`src/rtl/clock_div_gen.sv`:
```
// Multi-channel programmable clock divider.
// Each channel emits a 50%-duty divided clock with a half-period of
// (div_active + 1) CLOCK cycles, a one-cycle TICK on every rising half and a
// RUNNING flag. Enable and divide-ratio changes are only honoured at period
// boundaries, so every emitted half-period has its full length.

module clock_div_chan #(
  parameter int DIV_W = 8
) (
  input  logic             CLOCK,
  input  logic             RESET,
  input  logic             enable,
  input  logic             load,
  input  logic [DIV_W-1:0] div,
  output logic             clk_out,
  output logic             tick,
  output logic             running
);

  // state | meaning
  // IDLE  | stopped, clk_out low, waiting for enable
  // HIGH  | first half of a period, clk_out high, enable ignored
  // LOW   | second half of a period, period boundary at its last cycle

  typedef enum logic [1:0] {
    ST_IDLE = 2'd0,
    ST_HIGH = 2'd1,
    ST_LOW  = 2'd2
  } state_t;

  state_t           state, state_nxt;
  logic [DIV_W-1:0] count, count_nxt;
  logic [DIV_W-1:0] div_active, div_active_nxt;
  logic [DIV_W-1:0] div_pending, div_pending_nxt;
  logic             pending, pending_nxt;
  logic             clk_out_nxt;
  logic             tick_nxt;

  logic             half_done;
  logic [DIV_W-1:0] div_boundary;

  // A LOAD on the boundary edge itself beats an older pending value.
  assign div_boundary = load    ? div :
                        pending ? div_pending :
                                  div_active;

  assign half_done = (count == div_active);
  assign running   = (state != ST_IDLE);

  // State and datapath registers, cleared asynchronously.
  always_ff @(posedge CLOCK or posedge RESET) begin
    if (RESET) begin
      state       <= ST_IDLE;
      count       <= '0;
      div_active  <= '0;
      div_pending <= '0;
      pending     <= 1'b0;
      clk_out     <= 1'b0;
      tick        <= 1'b0;
    end else begin
      state       <= state_nxt;
      count       <= count_nxt;
      div_active  <= div_active_nxt;
      div_pending <= div_pending_nxt;
      pending     <= pending_nxt;
      clk_out     <= clk_out_nxt;
      tick        <= tick_nxt;
    end
  end

  // Next-state, counter, ratio-update and output decode.
  always_comb begin
    state_nxt       = state;
    count_nxt       = count;
    div_active_nxt  = div_active;
    div_pending_nxt = div_pending;
    pending_nxt     = pending;
    clk_out_nxt     = clk_out;
    tick_nxt        = 1'b0;

    case (state)
      ST_IDLE: begin
        // Ratio updates in IDLE apply at once, whether or not we start now.
        div_active_nxt = div_boundary;
        pending_nxt    = 1'b0;
        count_nxt      = '0;
        clk_out_nxt    = 1'b0;
        if (enable) begin
          state_nxt   = ST_HIGH;
          clk_out_nxt = 1'b1;
          tick_nxt    = 1'b1;
        end
      end

      ST_HIGH: begin
        if (load) begin
          div_pending_nxt = div;
          pending_nxt     = 1'b1;
        end
        if (half_done) begin
          state_nxt   = ST_LOW;
          count_nxt   = '0;
          clk_out_nxt = 1'b0;
        end else begin
          count_nxt = count + 1'b1;
        end
      end

      ST_LOW: begin
        if (half_done) begin
          div_active_nxt = div_boundary;
          pending_nxt    = 1'b0;
          count_nxt      = '0;
          if (enable) begin
            state_nxt   = ST_HIGH;
            clk_out_nxt = 1'b1;
            tick_nxt    = 1'b1;
          end else begin
            state_nxt   = ST_IDLE;
            clk_out_nxt = 1'b0;
          end
        end else begin
          count_nxt = count + 1'b1;
          if (load) begin
            div_pending_nxt = div;
            pending_nxt     = 1'b1;
          end
        end
      end

      default: begin
        state_nxt   = ST_IDLE;
        count_nxt   = '0;
        clk_out_nxt = 1'b0;
      end
    endcase
  end

endmodule

module clock_div_gen #(
  parameter int NUM_CH = 4,
  parameter int DIV_W  = 8
) (
  input  logic                    CLOCK,
  input  logic                    RESET,
  input  logic [NUM_CH-1:0]       ENABLE,
  input  logic [NUM_CH*DIV_W-1:0] DIV,
  input  logic [NUM_CH-1:0]       LOAD,
  output logic [NUM_CH-1:0]       CLK_OUT,
  output logic [NUM_CH-1:0]       TICK,
  output logic [NUM_CH-1:0]       RUNNING
);

  // Channels are fully independent; each owns its own slice of DIV.
  for (genvar ch = 0; ch < NUM_CH; ch++) begin : g_ch
    clock_div_chan #(
      .DIV_W (DIV_W)
    ) u_chan (
      .CLOCK   (CLOCK),
      .RESET   (RESET),
      .enable  (ENABLE[ch]),
      .load    (LOAD[ch]),
      .div     (DIV[ch*DIV_W +: DIV_W]),
      .clk_out (CLK_OUT[ch]),
      .tick    (TICK[ch]),
      .running (RUNNING[ch])
    );
  end

endmodule

```
`config.mk`:
```
export PLATFORM = sky130hd
export DESIGN_NAME = clock_div_gen
export DESIGN_NICKNAME = d
export VERILOG_FILES = /design/src/rtl/clock_div_gen.sv
export SDC_FILE = /design/constraint.sdc
export NUM_CORES = 1
export LEC_CHECK = 0
export ABC_CLOCK_PERIOD_IN_PS = 5700
export CORE_MARGIN = 2
export CORE_UTILIZATION = 30
export DETAILED_ROUTE_END_ITERATION = 16
export SYNTH_ARGS = -nofsm -noshare
export SYNTH_HDL_FRONTEND = slang
export SYNTH_SLANG_ARGS = --single-unit
```
`constraint.sdc`:
```
create_clock -name CLOCK -period 5.7 [get_ports CLOCK]
set_clock_uncertainty 0.05 [all_clocks]
set_input_delay 1.71 -clock CLOCK [delete_from_list [all_inputs] [get_ports CLOCK]]
set_output_delay 1.71 -clock CLOCK [all_outputs]
set_load 0.03 [all_outputs]
```
==> metrics, run 1 <==
NetSw=between 1000 and 1500 µW; DR vias/cell=4.63; Starting Density=30.5%; top_reg_cell synth=dfrtp_1; setup repair bufs after CTS=0; final core utilization=approximately 37%; Synth Register Bits=116; gp weighted congestion=0.791; Die Width=around 140 µm; Die Height=144 µm; initial antenna violation count=0; required time of the worst setup path=3940 ps; Seq pwr share=between 30% and 40%; Max clock buf depth=2; share of layout cells above drive strength 1=16.9%; Final min period=3700 ps; hold path cells=1; CTS tree=yes; r2r startpoint=g_ch[0].u_chan.state[0]$_DFFE_PP0P_; CTS buffer count=17; Core ar.=approximately 19,000 µm²; first-pass GRT wire length=a little under 20,000 µm; clk slew on worst S/H paths=50 ps; Port Buffers=53; sequential share of the synthesized area=49.0%; Power Density=480 nW/µm²; period utilization=between 60% and 70%; synthesized area=5920 µm²; routed via count=3,919; crit start category=register; Initial DRT Pass Iterations=4; Worst-Skew Late Latency=roughly 420 ps; async set-reset flop share out of synthesis=100%; Leakage=0.00299 µW; most frequent cell after synthesis=dfrtp_1; Synth top cells by count=dfrtp_1 (116), mux2_2 (49), nor2_1 (42), xnor2_1 (41), a21oi_1 (36); path type of the worst min-delay path=reg2reg; Synth top area share=49.0%; worst endpoint data arrival time=1940 ps; maxcap violations=0; Syn. warnings=0; H-tree levels=4; placed cells=between 800 and 900; Gate Count Post-Synth=520; Slew @ Worst Pin=952 ps; Residual DRC=0; cell internal pwr=2340 µW; synth unique cells=37; fillcell total=1,894; Synth area leader=dfrtp_1; largest net degree at the start of global routing=78; Antenna Cells=0; outcome=completed; CP startpoint=g_ch[2].u_chan.state[0]$_DFFE_PP0P_; Area Overhead vs Synth=21.8%; Comb pwr share=a little under a third; CP Capture Point=RUNNING[2]; TritonCTS Sinks=116; Ports=54; 1st-iter DRT viols=185; hold-fix buffer count after cts=0; Fin. Hold Viols=0; Detailed Route WL=11,300 µm; vias in the first global route=4,068; syn nets=582; post-cts resize count=0; Sw Ratio=32.4%; Synth Area per Inst=11.4 µm²; reg2reg end=g_ch[0].u_chan.div_pending[0]$_DFFE_PP0P_; Synth area leaders=dfrtp_1 (49%), mux2_2 (9.3%), xnor2_1 (6.1%), ha_1 (4.2%), mux2i_1 (4.1%); worst-path fanout max=5; endpoints failing setup=0; CTS root buf=clkbuf_16; Total Neg Setup Slack=0 ps; FP Rows=51; clock network fraction of design power=30.1%; cells on worst reg2reg path=5; maximum VDD drop=0.179 mV; CP Capture Type=output port; global-route usage over all layers=a little under an eighth; DIE AREA=around 21,000 µm²; RSZ-0062 raised after global routing=no; grt total ovfl=0; Routed WL per cell=13.3 µm; Antenna Nets Post-Route=0; flop2flop setup slack=3660 ps; dpl hpwl=8090 µm; kind of critical path=reg2out; Slew headroom=36.5%; Final nets=between 600 and 700; final number of max-transition violations=0; final cell count without fillers=846; number of flops mapped to enable cells by yosys=0; Fmax=270 MHz
-- layout by cell type, fill, tap and decap left out, drive strengths merged, types with 2 or more instances in the layout --
master and n:
a21oi 40, a22oi 2, a311oi 4, a31oi 28, and2 2, and3 9, buf 2, bufinv 2
clkbuf 22, clkdlybuf4s50 53, clkinv 5, clkinvlp 2, dfrtp 116, ha 20, inv 30, mux2 49
mux2i 24, nand2 7, nand2b 2, nand3 17, nand4 8, nor2 46, nor2b 2, o2111ai 2
o211ai 3, o21ai 17, o22a 3, o22ai 4, o2bb2ai 2, xnor2 41, xor2 15
-- critical path, cell delays in order (launching register included) --
cell and delay [ps]:
dfrtp_1 410, inv_1 80, ha_1 270, inv_1 100, clkdlybuf4s50_1 670
-- per-stage QoR --
stage	power, µW	hold WS, ps	cell area (µm²)	setup WS, ps
2_1_floorplan	2200	427	5920	868
3_3_place_gp	2390	436	6640	2060
3_5_place_dp	2450	445	6640	1960
4_1_cts	3510	457	7210	1970
5_1_grt	3700	461	7210	1910
6_report	3460	454	7210	2000
-- sequential cells by signal, summed over array words and instances (netlist names) --
signal                   count
g_ch.u_chan.state            8
g_ch.u_chan.pending          4
g_ch.u_chan.div_active      32
g_ch.u_chan.count           32
g_ch.u_chan.clk_out          4
g_ch.u_chan.div_pending     32
g_ch.u_chan.tick             4
-- layout make-up --
class	instances	area, µm²	area share, %
Sequential cell	116	2900	40.2
Multi-Input combinational cell	349	2740	38.0
Timing Repair Buffer	55	546	7.56
Clock buffer	22	474	6.57
Tap cell	265	332	4.60
Inverter	30	115	1.60
Clock inverter	9	104	1.44
-- routing by layer --
layer  vias to the layer above  routed length, µm  global-route usage [%]  part of all wire, %
li1                       1933                  -                       -                    -
met1                      1905               5050                    13.8                   45
met2                        63               5560                    19.6                   49
met3                        18                455                    3.28                  4.0
met4                         0                192                    5.52                  1.7
met5                         -                  0                       0                    0
-- cell families (layout without fill, tap and decap cells) --
kind of cell               count (synthesis)  count (layout)  synth area share, %
DFF                                      116             116                 49.0
AOI/OAI and AO/OA                        107             107                 12.1
and+or+nand+nor                           93              93                 8.26
muxes                                     73              73                 13.4
xor gates and xnor gates                  56              56                 8.28
buffers and inverters                     55             116                 4.69
adders and majority gates                 20              20                 4.23
-- how the worst min path moves through the flow --
stage / startpoint / end / slack (ps)
after detailed placement: g_ch[3].u_chan.div_pending[6]$_DFFE_PP0P_ / g_ch[3].u_chan.div_pending[6]$_DFFE_PP0P_ / 440
final: g_ch[1].u_chan.div_pending[0]$_DFFE_PP0P_ / g_ch[1].u_chan.div_pending[0]$_DFFE_PP0P_ / 450
after CTS: g_ch[1].u_chan.div_pending[0]$_DFFE_PP0P_ / g_ch[1].u_chan.div_pending[0]$_DFFE_PP0P_ / 460
after global placement: g_ch[1].u_chan.div_pending[7]$_DFFE_PP0P_ / g_ch[1].u_chan.div_pending[7]$_DFFE_PP0P_ / 440
after floorplan: g_ch[1].u_chan.div_pending[0]$_DFFE_PP0P_ / g_ch[1].u_chan.div_pending[0]$_DFFE_PP0P_ / 430
after global routing: g_ch[3].u_chan.div_pending[6]$_DFFE_PP0P_ / g_ch[3].u_chan.div_pending[6]$_DFFE_PP0P_ / 460
-- power by group through the flow --
stage	Clock (µW)	Combinational, µW	Sequential, µW
after global placement	0	1050	1340
after global routing	1110	1210	1380
after CTS	1070	1090	1350
after detailed placement	0	1090	1360
final	1040	1080	1340
after floorplan	0	903	1300
Power figures use the tool's default switching activity.
==> run 2, diff against run 1 <==
Settings changed: ABC_CLOCK_PERIOD_IN_PS 5700 to 3100.
Clock period 5.7 ns to 3.1 ns, I/O delays scaled along.
==> run 2 against run 1 <==
Against the previous run:
- die area stayed put
- wire length is 2.6% lower
- highest routed layer unchanged
- critical endpoint unchanged
- worst hold slack worse by 1.6 ps
- clock power is 87% higher
==> metrics, run 2 (synthesized netlist as in run 1, its figures left out) <==
CTS root buf=clkbuf_16 (unchanged); Port Buffers=53 (unchanged); global-route usage over all layers=11.2% (was 11.7%); Antenna Nets Post-Route=0 (unchanged); FP Rows=51 (unchanged); M1 wire length=4870 µm (was 5050 µm); reg2reg end=g_ch[2].u_chan.div_pending[4]$_DFFE_PP0P_ (was g_ch[0].u_chan.div_pending[0]$_DFFE_PP0P_); post-cts resize count=0 (unchanged); 1st-iter DRT viols=147 (was 185); Regs by FF count=g_ch.u_chan.count (32), g_ch.u_chan.div_active (32), g_ch.u_chan.div_pending (32) (unchanged); top layer in use=met4 (unchanged); r2r startpoint=g_ch[2].u_chan.state[0]$_DFFE_PP0P_ (was g_ch[0].u_chan.state[0]$_DFFE_PP0P_); CP Capture Type=output port (unchanged); routed via count=3,969 (was 3,919); HP Start=g_ch[1].u_chan.div_pending[1]$_DFFE_PP0P_ (was g_ch[1].u_chan.div_pending[0]$_DFFE_PP0P_); Routed WL per cell=12.9 µm (was 13.3 µm); worst-path fanout max=5 (unchanged); required time of the worst setup path=2120 ps (was 3940 ps); Final nets=634 (was 631); hold path cells=1 (unchanged); clk slew on worst S/H paths=50 ps (about the same); period utilization=93.4%; Fmax=345 MHz; Area Overhead vs Synth=22.8% (was 21.8%); TritonCTS Sinks=116 (unchanged); WL met2=5400 µm (was 5560 µm); final number of max-transition violations=0 (unchanged); final core utilization=37.5% (was 37.2%); outcome=completed (unchanged); Antenna Cells=0 (unchanged); Worst Path Buf+Inv=3 (unchanged); met3 WL=511 µm (was 455 µm); maxcap violations=0 (unchanged); family with the most delay on the worst path=buffers and inverters (unchanged); CP peak stage delay=670 ps (about the same); Slew @ Worst Pin=703 ps (was 952 ps); Starting Density=30.5% (unchanged); cells on worst reg2reg path=5 (unchanged); DIE AREA=20,900 µm² (unchanged); Die Height=144 µm (unchanged); Core ar.=19,400 µm² (unchanged); share of layout cells above drive strength 1=17.5% (was 16.9%); initial antenna violation count=0 (unchanged); Hold EP=g_ch[1].u_chan.div_pending[1]$_DFFE_PP0P_ (was g_ch[1].u_chan.div_pending[0]$_DFFE_PP0P_); Fin. Hold Viols=0 (unchanged); flop2flop setup slack=1110 ps (was 3660 ps); Die Width=144 µm (unchanged); Residual DRC=0 (unchanged); fillcell total=1,905 (was 1,894); kind of critical path=reg2out (unchanged); Final min period=2890 ps; H-tree levels=4 (unchanged); path type of the worst min-delay path=reg2reg (unchanged); endpoints failing setup=0 (unchanged); CTS tree=yes (unchanged); setup repair bufs after CTS=0 (unchanged); worst path cell trace=inv_1 > ha_1 > inv_1 > clkdlybuf4s50_1 (unchanged); commonest cells after routing, fill and taps aside=dfrtp_1 (116), clkdlybuf4s50_1 (53), mux2_2 (49) (unchanged); DR vias/cell=4.67 (was 4.63); slowest CP cell=clkdlybuf4s50_1 (unchanged); maximum VDD drop=0.387 mV (was 0.179 mV); Power Density=881 nW/µm² (was 480 nW/µm²); gp weighted congestion=0.797 (was 0.791); Slew headroom=53.1% (was 36.5%); hold-fix buffer count after cts=0 (unchanged); placed inst area=6670 µm² (was 6640 µm²); Detailed Route WL=11,000 µm (was 11,300 µm); CP dominant cell by count=inv_1 (unchanged); crit start category=register (unchanged); grt total ovfl=0 (unchanged); Worst-Skew Late Latency=410 ps (was 420 ps); worst endpoint data arrival time=1910 ps (was 1940 ps); Max clock buf depth=2 (unchanged); Total Neg Setup Slack=0 ps (unchanged); largest net degree at the start of global routing=117 (was 78); dpl hpwl=7700 µm (was 8090 µm); design area=7270 µm² (was 7210 µm²); CTS buffer count=17 (unchanged); Ports=54 (unchanged); RSZ-0062 raised after global routing=no (unchanged); first-pass GRT wire length=18,600 µm (was 19,200 µm); vias in the first global route=4,037 (was 4,068); commonest non-fill, non-tap cell in the layout=dfrtp_1 (unchanged); Leakage=0.00302 µW (was 0.00299 µW); Initial DRT Pass Iterations=4 (unchanged)
[run 2: cell count changes in the layout (fill, tap and decap cells not counted), sizes merged]
cell      change
clkbuf        +1
inv           -1
clkinv        -1
clkinvlp      +1
buf           +3
[run 2: cell type report]
class	instances	area [µm²]	area share, %
Sequential cell	116	2900	39.9
Multi-Input combinational cell	349	2740	37.7
Timing Repair Buffer	58	581	7.99
Clock buffer	23	498	6.85
Tap cell	265	332	4.56
Inverter	30	116	1.60
Clock inverter	8	98.8	1.36
[run 2: metrics by stage]
step / setup slack, ps / hold WS [ps] / instances / total power (µW)
3_5_place_dp: 402 / 445 / 818 / 4510
2_1_floorplan: 707 / 427 / 520 / 4040
4_1_cts: 176 / 456 / 849 / 6490
5_1_grt: 101 / 462 / 849 / 6820
3_3_place_gp: 452 / 436 / 818 / 4400
6_report: 205 / 452 / 849 / 6400
[run 2: worst max-delay path by stage]
stage / start / endpoint / slack [ps] / depth (start not counted)
floorplan: RESET / g_ch[0].u_chan.clk_out$_DFFE_PP0P_ / 710 / 1
global placement: LOAD[0] / g_ch[0].u_chan.div_pending[6]$_DFFE_PP0P_ / 450 / 4
finish: g_ch[2].u_chan.state[0]$_DFFE_PP0P_ / RUNNING[2] / 210 / 4
detailed placement: LOAD[0] / g_ch[0].u_chan.div_pending[6]$_DFFE_PP0P_ / 400 / 4
global route: g_ch[3].u_chan.state[0]$_DFFE_PP0P_ / RUNNING[3] / 100 / 4
CTS: g_ch[2].u_chan.state[0]$_DFFE_PP0P_ / RUNNING[2] / 180 / 4
[run 2: worst reg2reg max path, stage by stage (launching register included)]
cell and delay (ps):
dfrtp_1 420, inv_1 90, ha_1 390, o21ai_0 230, a21oi_4 310, mux2_2 380
[run 2: power by group]
group	total, µW	internal (µW)	switching, µW
clock network	1940	1280	665
registers	2470	2080	389
logic	1990	993	999
total	6400	4350	2050
[run 2: routing by layer]
layer	global-route usage [%]	vias to the layer above
met5	0	-
met4	5.72	0
met3	3.28	18
met2	18.5	89
met1	13.2	1930
li1	-	1932
